### src/rtl/traffic_pkg.sv
// -----------------------------------------------------------------------------
// traffic_pkg
// Shared definitions for the intersection lamp monitor.
//   phase_e        : controller phase encoding (4 bits, 10 legal codes)
//   LAMP_*         : bit positions inside a 4-bit approach lamp nibble
//   fault_code_e   : violation codes reported by the monitor
//   mon_state_e    : monitor FSM states
//   next_phase     : fixed A -> C -> B -> D successor order
//   expected_dwell : cycles a phase is held (threshold + 1)
//   lamp_pattern   : 16-bit {A,B,C,D} lamp vector for each legal phase
// -----------------------------------------------------------------------------
package traffic_pkg;

    typedef enum logic [3:0] {
        PH_A_C_GREEN_LS = 4'd0,
        PH_A_GREEN      = 4'd1,
        PH_A_YELLOW     = 4'd2,
        PH_B_D_GREEN_LS = 4'd3,
        PH_B_GREEN      = 4'd4,
        PH_B_YELLOW     = 4'd5,
        PH_C_GREEN      = 4'd6,
        PH_C_YELLOW     = 4'd7,
        PH_D_GREEN      = 4'd8,
        PH_D_YELLOW     = 4'd9
    } phase_e;

    localparam int unsigned NUM_PHASES = 10;

    // Lamp nibble bit order is {green, green_ls, yellow, red}.
    localparam int unsigned LAMP_RED      = 0;
    localparam int unsigned LAMP_YELLOW   = 1;
    localparam int unsigned LAMP_GREEN_LS = 2;
    localparam int unsigned LAMP_GREEN    = 3;

    localparam logic [3:0] LAMP_R = 4'(1 << LAMP_RED);
    localparam logic [3:0] LAMP_Y = 4'(1 << LAMP_YELLOW);
    localparam logic [3:0] LAMP_L = 4'(1 << LAMP_GREEN_LS);
    localparam logic [3:0] LAMP_G = 4'(1 << LAMP_GREEN);

    typedef enum logic [2:0] {
        FC_NONE               = 3'd0,
        FC_ILLEGAL_PATTERN    = 3'd1,
        FC_ILLEGAL_TRANSITION = 3'd2,
        FC_DWELL_SHORT        = 3'd3,
        FC_DWELL_LONG         = 3'd4
    } fault_code_e;

    typedef enum logic [1:0] {
        ST_UNSYNC = 2'd0,
        ST_TRACK  = 2'd1,
        ST_FAULT  = 2'd2
    } mon_state_e;

    function automatic phase_e next_phase(input phase_e p);
        case (p)
            PH_A_GREEN:      return PH_A_C_GREEN_LS;
            PH_A_C_GREEN_LS: return PH_A_YELLOW;
            PH_A_YELLOW:     return PH_C_GREEN;
            PH_C_GREEN:      return PH_C_YELLOW;
            PH_C_YELLOW:     return PH_B_GREEN;
            PH_B_GREEN:      return PH_B_D_GREEN_LS;
            PH_B_D_GREEN_LS: return PH_B_YELLOW;
            PH_B_YELLOW:     return PH_D_GREEN;
            PH_D_GREEN:      return PH_D_YELLOW;
            default:         return PH_A_GREEN;
        endcase
    endfunction

    function automatic logic [7:0] expected_dwell(
        input phase_e      p,
        input int unsigned green_all,
        input int unsigned green_ls,
        input int unsigned yellow
    );
        int unsigned t;
        case (p)
            PH_A_GREEN, PH_B_GREEN,
            PH_C_GREEN, PH_D_GREEN:           t = green_all;
            PH_A_C_GREEN_LS, PH_B_D_GREEN_LS: t = green_ls;
            default:                          t = yellow;
        endcase
        return 8'(t + 1);
    endfunction

    // Returns {lamp_a, lamp_b, lamp_c, lamp_d}.
    function automatic logic [15:0] lamp_pattern(input phase_e p);
        case (p)
            PH_A_C_GREEN_LS: return {LAMP_L, LAMP_R, LAMP_L, LAMP_R};
            PH_A_GREEN:      return {LAMP_G, LAMP_R, LAMP_R, LAMP_R};
            PH_A_YELLOW:     return {LAMP_Y, LAMP_R, LAMP_L, LAMP_R};
            PH_B_D_GREEN_LS: return {LAMP_R, LAMP_L, LAMP_R, LAMP_L};
            PH_B_GREEN:      return {LAMP_R, LAMP_G, LAMP_R, LAMP_R};
            PH_B_YELLOW:     return {LAMP_R, LAMP_Y, LAMP_R, LAMP_L};
            PH_C_GREEN:      return {LAMP_R, LAMP_R, LAMP_G, LAMP_R};
            PH_C_YELLOW:     return {LAMP_R, LAMP_R, LAMP_Y, LAMP_R};
            PH_D_GREEN:      return {LAMP_R, LAMP_R, LAMP_R, LAMP_G};
            default:         return {LAMP_R, LAMP_R, LAMP_R, LAMP_Y};
        endcase
    endfunction

endpackage

### src/rtl/traffic_lamp_decoder.sv
// -----------------------------------------------------------------------------
// traffic_lamp_decoder
// Combinational map from the 16 lamp drives to the controller phase.
//   i_lamp_a..d : approach lamp nibbles {green, green_ls, yellow, red}
//   o_phase     : decoded phase code (0 when not legal)
//   o_legal     : vector exactly matches one of the 10 legal patterns
// -----------------------------------------------------------------------------
module traffic_lamp_decoder
    import traffic_pkg::*;
(
    input  logic [3:0] i_lamp_a,
    input  logic [3:0] i_lamp_b,
    input  logic [3:0] i_lamp_c,
    input  logic [3:0] i_lamp_d,
    output logic [3:0] o_phase,
    output logic       o_legal
);

    logic [15:0] w_lamps;

    assign w_lamps = {i_lamp_a, i_lamp_b, i_lamp_c, i_lamp_d};

    // Exact whole-vector match: dark approaches, multiple lamps on one
    // approach and conflicting greens all fall through as illegal.
    always_comb begin
        o_phase = '0;
        o_legal = 1'b0;
        for (int unsigned i = 0; i < NUM_PHASES; i++) begin
            if (w_lamps == lamp_pattern(phase_e'(i[3:0]))) begin
                o_phase = i[3:0];
                o_legal = 1'b1;
            end
        end
    end

endmodule

### src/rtl/traffic_signal_monitor.sv
// -----------------------------------------------------------------------------
// traffic_signal_monitor
// Lamp-side checker for the 4-way intersection controller. Samples the lamp
// drives, decodes the phase and checks pattern legality, sequence order and
// exact phase dwell. The first violation latches a sticky fault.
//   clk, rst_n      : clock, asynchronous active-low reset
//   ctrl_rst        : controller reset, resynchronises without a fault
//   lamp_a..lamp_d  : lamp drives {green, green_ls, yellow, red}
//   fault_clr       : clears a latched fault (FAULT state only)
//   phase           : decoded phase code
//   phase_valid     : tracking a legal phase
//   fault           : sticky violation flag
//   fault_code      : first violation code
//   cycle_count     : completed D_YELLOW -> A_GREEN signal cycles
// -----------------------------------------------------------------------------
module traffic_signal_monitor
    import traffic_pkg::*;
#(
    parameter int unsigned GREEN_TIME_ALL = 5,
    parameter int unsigned GREEN_TIME_LS  = 10,
    parameter int unsigned YELLOW_TIME    = 2
) (
    input  logic        clk,
    input  logic        rst_n,
    input  logic        ctrl_rst,
    input  logic [3:0]  lamp_a,
    input  logic [3:0]  lamp_b,
    input  logic [3:0]  lamp_c,
    input  logic [3:0]  lamp_d,
    input  logic        fault_clr,
    output logic [3:0]  phase,
    output logic        phase_valid,
    output logic        fault,
    output logic [2:0]  fault_code,
    output logic [15:0] cycle_count
);

    logic [15:0] r_sample;
    logic        r_armed;
    mon_state_e  r_state;
    phase_e      r_phase;
    logic        r_phase_valid;
    logic        r_fault;
    fault_code_e r_fault_code;
    logic [15:0] r_cycle_count;
    logic [7:0]  r_dwell;
    logic        r_first;

    logic [3:0]  w_dec_raw;
    logic        w_legal;
    phase_e      w_dec_phase;
    logic [7:0]  w_expected;
    logic        w_changed;
    logic        w_is_succ;
    fault_code_e w_viol;

    traffic_lamp_decoder u_decoder (
        .i_lamp_a (r_sample[15:12]),
        .i_lamp_b (r_sample[11:8]),
        .i_lamp_c (r_sample[7:4]),
        .i_lamp_d (r_sample[3:0]),
        .o_phase  (w_dec_raw),
        .o_legal  (w_legal)
    );

    assign w_dec_phase = phase_e'(w_dec_raw);
    assign w_expected  = expected_dwell(r_phase, GREEN_TIME_ALL, GREEN_TIME_LS, YELLOW_TIME);
    assign w_changed   = (w_dec_phase != r_phase);
    assign w_is_succ   = (w_dec_phase == next_phase(r_phase));

    // Violation priority while tracking; dwell checks are skipped for the
    // first phase after sync because its start was never observed.
    always_comb begin
        w_viol = FC_NONE;
        if (!w_legal) begin
            w_viol = FC_ILLEGAL_PATTERN;
        end else if (w_changed && !w_is_succ) begin
            w_viol = FC_ILLEGAL_TRANSITION;
        end else if (w_changed && !r_first && (r_dwell < w_expected)) begin
            w_viol = FC_DWELL_SHORT;
        end else if (!w_changed && !r_first && (r_dwell >= w_expected)) begin
            w_viol = FC_DWELL_LONG;
        end
    end

    always_ff @(posedge clk or negedge rst_n) begin
        if (!rst_n) begin
            r_sample      <= '0;
            r_armed       <= 1'b0;
            r_state       <= ST_UNSYNC;
            r_phase       <= PH_A_C_GREEN_LS;
            r_phase_valid <= 1'b0;
            r_fault       <= 1'b0;
            r_fault_code  <= FC_NONE;
            r_cycle_count <= '0;
            r_dwell       <= '0;
            r_first       <= 1'b0;
        end else begin
            r_sample <= {lamp_a, lamp_b, lamp_c, lamp_d};
            // The sample register still holds its reset zeros on the first
            // edge after reset release; that one evaluation is skipped.
            r_armed  <= 1'b1;

            case (r_state)
                ST_UNSYNC: begin
                    r_phase_valid <= 1'b0;
                    if (!ctrl_rst && r_armed) begin
                        if (w_legal) begin
                            r_state       <= ST_TRACK;
                            r_phase       <= w_dec_phase;
                            r_phase_valid <= 1'b1;
                            r_dwell       <= 8'd1;
                            r_first       <= 1'b1;
                        end else begin
                            r_state      <= ST_FAULT;
                            r_fault      <= 1'b1;
                            r_fault_code <= FC_ILLEGAL_PATTERN;
                        end
                    end
                end

                ST_TRACK: begin
                    if (ctrl_rst) begin
                        r_state       <= ST_UNSYNC;
                        r_phase_valid <= 1'b0;
                    end else if (w_viol != FC_NONE) begin
                        r_state       <= ST_FAULT;
                        r_phase_valid <= 1'b0;
                        r_fault       <= 1'b1;
                        r_fault_code  <= w_viol;
                    end else if (w_changed) begin
                        if (r_phase == PH_D_YELLOW) begin
                            r_cycle_count <= r_cycle_count + 16'd1;
                        end
                        r_phase <= w_dec_phase;
                        r_dwell <= 8'd1;
                        r_first <= 1'b0;
                    end else if (r_dwell != 8'hFF) begin
                        r_dwell <= r_dwell + 8'd1;
                    end
                end

                ST_FAULT: begin
                    if (fault_clr) begin
                        r_state      <= ST_UNSYNC;
                        r_fault      <= 1'b0;
                        r_fault_code <= FC_NONE;
                    end
                end

                default: begin
                    r_state       <= ST_UNSYNC;
                    r_phase_valid <= 1'b0;
                end
            endcase
        end
    end

    assign phase       = r_phase;
    assign phase_valid = r_phase_valid;
    assign fault       = r_fault;
    assign fault_code  = r_fault_code;
    assign cycle_count = r_cycle_count;

endmodule

### config.mk
export PLATFORM = sky130hd
export DESIGN_NAME = traffic_signal_monitor
export DESIGN_NICKNAME = d
export VERILOG_FILES = /design/src/rtl/traffic_pkg.sv /design/src/rtl/traffic_lamp_decoder.sv /design/src/rtl/traffic_signal_monitor.sv
export SDC_FILE = /design/constraint.sdc
export NUM_CORES = 1
export LEC_CHECK = 0
export CELL_PAD_IN_SITES_DETAIL_PLACEMENT = 1
export CELL_PAD_IN_SITES_GLOBAL_PLACEMENT = 1
export CORE_UTILIZATION = 39
export CTS_BUF_LIST = sky130_fd_sc_hd__clkbuf_2
export DETAILED_ROUTE_END_ITERATION = 8
export PLACE_DENSITY = 0.78
export SYNTH_ARGS = -nofsm -noshare
export SYNTH_HDL_FRONTEND = slang
export SYNTH_SLANG_ARGS = --single-unit
### constraint.sdc
create_clock -name clk -period 3.27 [get_ports clk]
set_clock_uncertainty 0.2 [all_clocks]
set_input_delay 0.4905 -clock clk [delete_from_list [all_inputs] [get_ports clk]]
set_output_delay 0.4905 -clock clk [all_outputs]
set_load 0.05 [all_outputs]
[Yosys cells after proc, flatten, opt, wreduce, memory -nomap -nowiden]
Memories as Yosys holds them, arrays and structs flattened.
Index checks and enable logic that the tools add are counted.
W data, S select, Z words.
Storage, ports and cells
  bits in registers: 53
  ROM bits: 64
  bits of input ports: 20
  output and inout port bits: 25
  logic and storage cells: 139
  memories: 1
Operators by class
  add/sub/neg operators: 3
  $lt $le $gt $ge: 2
  eq/ne operators: 31
  multiplexer cells: 66
  bitwise operators: 3
  reduce and logical (&&, ||, !) cells: 23
Memories
  (name not given): depth 16, width 4, read ports 1, clocked after memory_dff 0, wr ports 0, RTL line traffic_pkg.sv:55  | case (p)
Operator list (count)
  $eq A16 B13 Y1 const B: 7
  $mux W8: 6
  $mux W3: 13
  $mux W4: 7
  $mux W1: 25
  $reduce_and A6 Y1: 3
  $add A16 B1 Y16 const B: 1
  $add A8 B1 Y8 const B: 2
  $eq A16 B14 Y1 const B: 1
  $eq A16 B15 Y1 const B: 1
  $eq A16 B16 Y1 const B: 1
  $ne A2 B2 Y1 const B: 8
  $pmux W4 S2: 2
  $pmux W8 S2: 1
  $mux W2: 7
  $pmux W3 S3: 1
  $eq A4 B3 Y1 const B: 2
  $eq A4 B4 Y1 const B: 2
  $ge A8 B8 Y1: 1
  $lt A8 B8 Y1: 1
  $ne A8 B8 Y1 const B: 1
  $logic_and A1 B1 Y1: 6
  $ne A3 B3 Y1 const B: 2
  $pmux W1 S3: 2
  other kinds (19): 25

[Logic depth before layout (Yosys ltp)]
  word-level depth: 22
  depth in mapped cells: 15
  gate-level depth less buffers: 14

[Hierarchy]
A second synthesis with hierarchy kept.
Unflattened totals
  cells, all modules: 298
  area total of the unflattened synthesis: 3036.7 um^2
Modules (own cells, without submodules)
  traffic_signal_monitor: instances 1, cells each 254, area each 2702.6 um^2, sequential area each 1326.3 um^2
  traffic_lamp_decoder: instances 1, cells each 44, area each 334.1 um^2, sequential area each 0.0 um^2

[Worst setup path before layout]
OpenSTA, ideal clock, no wires.
  path type: register to register
  start: register r_phase[3], in the netlist phase[3]
  end: register r_cycle_count[9], in the netlist cycle_count[9]
  setup time: 0.082 ns
  arrival: 3.440 ns
  data required time: 2.988 ns
  setup slack: -0.452 ns
  cell stages (with the launch flop): 15
  buffers on the path: 1
  clock period less this slack: 3.722 ns
  path through: dfrtp_1 -> clkbuf_1 -> nor2b_1 -> a21oi_1 -> nor2_1 -> a21oi_1 -> ha_1 -> a41o_1 -> a21oi_1 -> nor2b_1 -> or3_1 -> nor4b_4 -> nand4_4 -> nor4_2 -> xor2_1
On the way
  longest elaborated chain between the ends: 13
  elaborated cells between the ends (all ways): 30
  classes of those cells: add/sub (1); order compare (2); eq/ne (8); mux (5); bitwise (1); reduce/logical (12); memory (1)
RTL lines
  start: declaration: RTL line traffic_signal_monitor.sv:41  | phase_e r_phase;
  start signal: assignment: RTL line traffic_signal_monitor.sv:110  | r_phase <= w_dec_phase;
  start signal: assignment: RTL line traffic_signal_monitor.sv:135  | r_phase <= w_dec_phase;
  $eq A4 B1 Y1 (tied with other cells): RTL line traffic_pkg.sv:76  | case (p)
  $reduce_or A4 Y1 / $reduce_or A2 Y1 (equally long branches): RTL line traffic_pkg.sv:76
  $pmux W4 S2: RTL line traffic_pkg.sv:76
  $add A8 B1 Y8: RTL line traffic_pkg.sv:82  | return 8'(t + 1);
  $ge A8 B8 Y1: RTL line traffic_signal_monitor.sv:81  | end else if (!w_changed && !r_first && (r_dwell >= w_expected)) begin
  $logic_and A1 B1 Y1: RTL line traffic_signal_monitor.sv:81
  $mux W3: RTL line traffic_signal_monitor.sv:81
  $mux W3: RTL line traffic_signal_monitor.sv:79  | end else if (w_changed && !r_first && (r_dwell < w_expected)) begin
  $mux W3: RTL line traffic_signal_monitor.sv:77  | end else if (w_changed && !w_is_succ) begin
  $mux W3: RTL line traffic_signal_monitor.sv:75  | if (!w_legal) begin
  $reduce_bool A3 Y1: RTL line traffic_signal_monitor.sv:126  | end else if (w_viol != FC_NONE) begin
  $not A1 Y1 (no line)
  $reduce_and A5 Y1 (no line) *
  end signal: assignment: RTL line traffic_signal_monitor.sv:133  | r_cycle_count <= r_cycle_count + 16'd1;
  end: declaration: RTL line traffic_signal_monitor.sv:45  | logic [15:0] r_cycle_count;
Mark *: on every way between the ends. The rest lies on a longest branch, timed or not.
A chain may end at the register's enable or synchronous reset.

[Final worst setup path]
  start: register r_sample[2]
  end: register r_cycle_count[9], in the netlist cycle_count[9]
On the way
  longest elaborated chain between the ends: 21
  elaborated cells between the ends (all ways): 45
  classes of those cells: eq/ne (12); mux (23); bitwise (1); reduce/logical (9)
RTL lines
  start: declaration: RTL line traffic_signal_monitor.sv:38  | logic [15:0] r_sample;
  start signal: assignment: RTL line traffic_signal_monitor.sv:99  | r_sample <= {lamp_a, lamp_b, lamp_c, lamp_d};
  $eq A16 B16 Y1: RTL line traffic_lamp_decoder.sv:29  | if (w_lamps == lamp_pattern(phase_e'(i[3:0]))) begin
  $mux W1: RTL line traffic_lamp_decoder.sv:29
  $mux W2 (2 in series): RTL line traffic_lamp_decoder.sv:29
  $mux W3 (4 in series): RTL line traffic_lamp_decoder.sv:29
  $mux W4 (2 in series): RTL line traffic_lamp_decoder.sv:29
  $ne A4 B4 Y1: RTL line traffic_signal_monitor.sv:68  | assign w_changed = (w_dec_phase != r_phase);
  $logic_not A1 Y1: RTL line traffic_signal_monitor.sv:81
  $logic_and A1 B1 Y1 (2 in series): RTL line traffic_signal_monitor.sv:81
  $mux W3: RTL line traffic_signal_monitor.sv:81
  $mux W3: RTL line traffic_signal_monitor.sv:79
  $mux W3: RTL line traffic_signal_monitor.sv:77
  $mux W3: RTL line traffic_signal_monitor.sv:75
  $reduce_bool A3 Y1: RTL line traffic_signal_monitor.sv:126
  $not A1 Y1 (no line)
  $reduce_and A5 Y1 (no line) *
Marked as above.

==> results.md <==
- Largest net degree at the start of global routing: 32
- Hold path depth: 1
- Clk pin slew, worst setup/hold paths: 280 ps
- Crit share post-route: 111%
- Initial Utilization: around two fifths
- Relative slew slack: about 53%
- Crit. End Element: flop
- Status: finished with violations
- Clock power share: about a quarter
- DRT antenna net count: 0
- Post-Place Cells: 530
- Slowest-stage cell, CP: or4b_2
- Total wire length: ~12 mm
- Cells after Synth: ~330
- CP Max Fanout: 7
- Fin worst setup slack: -346 ps
- Die span in y: 91.1 um
- Area grow syn2layout: 50.4%
- Fin cells: between 500 and 600
- Reg power frac: between 40% and 50%
- Failing checks: negative setup slack
- CP peak stage delay: roughly 740 ps
- Psw: between 0.4 and 0.5 mW
- #FFs+latches synth: 53
- Top-level I/O count: 45
- Maximum buffer depth of the clock tree: 2
- Critical Path RT: between 3000 and 4000 ps
- CTS tree: built
- Worst path buffer plus inverter count: 1
- Initial antenna violation count: 0
- Nets: 480
- FMAX: 0.277 GHz
- Crit-path cells: or4b_2, or3_1, o32a_1, nand4b_1, and2_1, nor4b_4, buf_6, nand4_4, nor4_2, xor2_1
- YS warnings: 0
- Sequential element share of the synthesized area: between 40% and 50%
- Post-synth EDFFs: 0
- Vias: roughly 3100
- Clk Latency, worst-skew pair: 510 ps
- CP Launch Type: flop
- Num CTS Buffers: 5
- Mean Syn Cell Area: 9.32 sq um
- Total gr overflow: 0
- Peak supply drop: about 0.0002 V
- Worst hold path class: input pin to flop
- First-pass GRT wire length: roughly 17 mm
- Starting DRT DRC Count: approximately 120
- Post-synth ARST share: 100%
- Port Buf Inserts: 44
- CP Depth: 10
- RSZ-0062 raised after global routing: true
- # DRC: 0
- Via/cell ratio: between 5 and 6
- Antenna Cells: 0
- Worst-margin pin slew: between 700 and 800 ps
- PwrDens: ~310 mW/mm^2
- Die Wd: slightly above 90 um
- Core area: ~0.0077 sq mm
- Reg2Reg Depth: 10
- Predominant post-synthesis flop cell: dfrtp_1
- Fin. max-slew vios: 0
- Logic gate share of total power: between 20% and 30%
- Post-detail-place hpwl: about 7.3 mm
- Crit path DAT: between 3000 and 4000 ps
- Routability cong.: just under 0.9
- Final hold vios: 0
- H-tree depth: 2
- Die area: approximately 0.0083 sq mm
- CP top delay family: simple AND/OR/NAND/NOR gates
- Internal power: slightly below 1 mW
- Post-synthesis cell area: about 0.0031 sq mm
- P_leak: ~2.1 nW
- Drt wl/cell: roughly 21 um
- First-pass detailed-route iteration total: 4
- Setup violators final: 34
- CTS Root Cell: clkbuf_2
- Max-Cap Viols: 0
- Placement Rows: 32
- Final min period: about 3600 ps
- Overall Global Routing Usage: between 20 and 30%
- Synth cell types: between 50 and 60
- Layout cell share with drive strength beyond 1: a little under a third
- Clock sink count: 53
- Worst hold slack: 184 ps
- Vias in the first global route: about 3500
- Sw Share: between 30% and 40%
- CP Class: flop to flop
timing repair:
action	4_1_cts	5_1_grt
cloned	0	0
gates resized for setup	40	28
setup buffers	10	4
hold endpoints to repair	30	0
setup endpoints to repair	26	36
pin swaps	15	22
hold buffers	1	0
metrics by stage:
step / total power [mW] / instance area (sq um) / setup slack (ps) / utilization, % / setup TNS [ps]
floorplan: 0.897 / 3240 / -78.3 / - / -580
global placement: 1.02 / 4190 / -68.0 / 54.6 / -645
detailed placement: 1.03 / 4190 / -178 / 54.6 / -2330
CTS: 1.40 / 4510 / -168 / 58.7 / -1780
global route: 1.48 / 4660 / -393 / 60.6 / -8250
finish: 1.43 / 4660 / -346 / 60.6 / -6000
worst register-to-register path, delay by kind of cell, from the launching register on:
family          cells  cell delay (ps)
simple gates        7             2110
buf+inv             1              160
flops               1              480
compound gates      1              370
xor+xnor            1              230
worst paths after layout:
kind | startpoint | to | slack, ps
max in group asynchronous | rst_n | cycle_count[0] | 1750
max | r_sample[2] | cycle_count[9] | -350
min in group asynchronous | rst_n | r_dwell[0] | 310
min | lamp_d[0] | r_sample[0] | 180
max reg2reg | r_sample[2] | cycle_count[9] | -350
min reg2reg | cycle_count[10] | cycle_count[10] | 310
layer usage:
| layer | global-route usage, % | share of wire (%) | up-vias |
|---|---|---|---|
| met5 | 0 | 0 | - |
| met4 | 11.2 | 2.7 | 0 |
| met3 | 4.27 | 3.1 | 26 |
| met2 | 49.7 | 55 | 76 |
| met1 | 30.4 | 39 | 1593 |
| li1 | - | - | 1435 |
cell usage after synthesis (5+ instances only):
cell type,number,area (sq um)
ha_1,11,138
nor3_1,16,80.1
and3_1,8,50.1
nor4b_1,12,105
dfrtp_1,53,1330
o21ai_0,14,70.1
inv_1,18,67.6
xnor2_1,9,78.8
xor2_1,14,123
a21oi_1,22,110
nand2_1,24,90.1
nor2_1,29,109
a31oi_1,5,31.3
nand3_1,18,90.1
nand4_1,6,37.5
clkbuf_1,5,18.8
nand2b_1,6,37.5
power by group through the flow:
stage,clock network (mW),logic (mW),registers (mW)
after global placement,0,0.296,0.721
after global routing,0.385,0.375,0.717
after detailed placement,0,0.306,0.723
after CTS,0.363,0.327,0.711
after floorplan,0,0.129,0.768
final,0.365,0.355,0.713
registers in the layout, summed over array words and instances (netlist names), 2 cells and up:
name	count
fault_code	3
r_state	2
cycle_count	16
r_dwell	8
phase	4
r_sample	16
layout make-up:
cell class | count | area (sq um)
repair buffers | 114 | 1020
clock inverters | 2 | 38.8
well taps | 102 | 128
inverters | 18 | 67.6
multi-input cells | 257 | 2050
clock buffers | 5 | 25.0
flip-flops and latches | 53 | 1330
fillers | 834 | 3030
kinds of logic (layout without fill, tap and decap cells):
family                     count (synthesis)  after routing  synth area share [%]
AOI/OAI and AO/OA                         64             64                  12.9
DFF                                       53             53                  42.8
other                                      2              3                 0.243
buffers and inverters                     23            139                  2.79
adders and majority gates                 11             11                  4.45
xor gates and xnor gates                  23             23                  6.51
muxes                                      7              7                  2.43
and+or+nand+nor                          149            149                  27.8
placed cells by master, fill, tap and decap left out, types with 6 or more instances in the layout:
| cell type | synthesis | routed |
|---|---|---|
| buf_4 | 0 | 57 |
| dfrtp_1 | 53 | 49 |
| clkdlybuf4s50_1 | 0 | 43 |
| nor2_1 | 29 | 25 |
| nand2_1 | 24 | 23 |
| inv_1 | 18 | 18 |
| a21oi_1 | 22 | 16 |
| nand3_1 | 18 | 16 |
| xor2_1 | 14 | 14 |
| ha_1 | 11 | 11 |
| buf_6 | 0 | 11 |
| nor4b_1 | 12 | 9 |
| and3_1 | 8 | 8 |
| xnor2_1 | 9 | 7 |
| o21ai_1 | 0 | 7 |
| nor3_1 | 16 | 6 |
| o21ai_0 | 14 | 6 |
| nand4_1 | 6 | 6 |
| nand2b_1 | 6 | 6 |
Note: power is estimated with default switching activity, not from simulation.
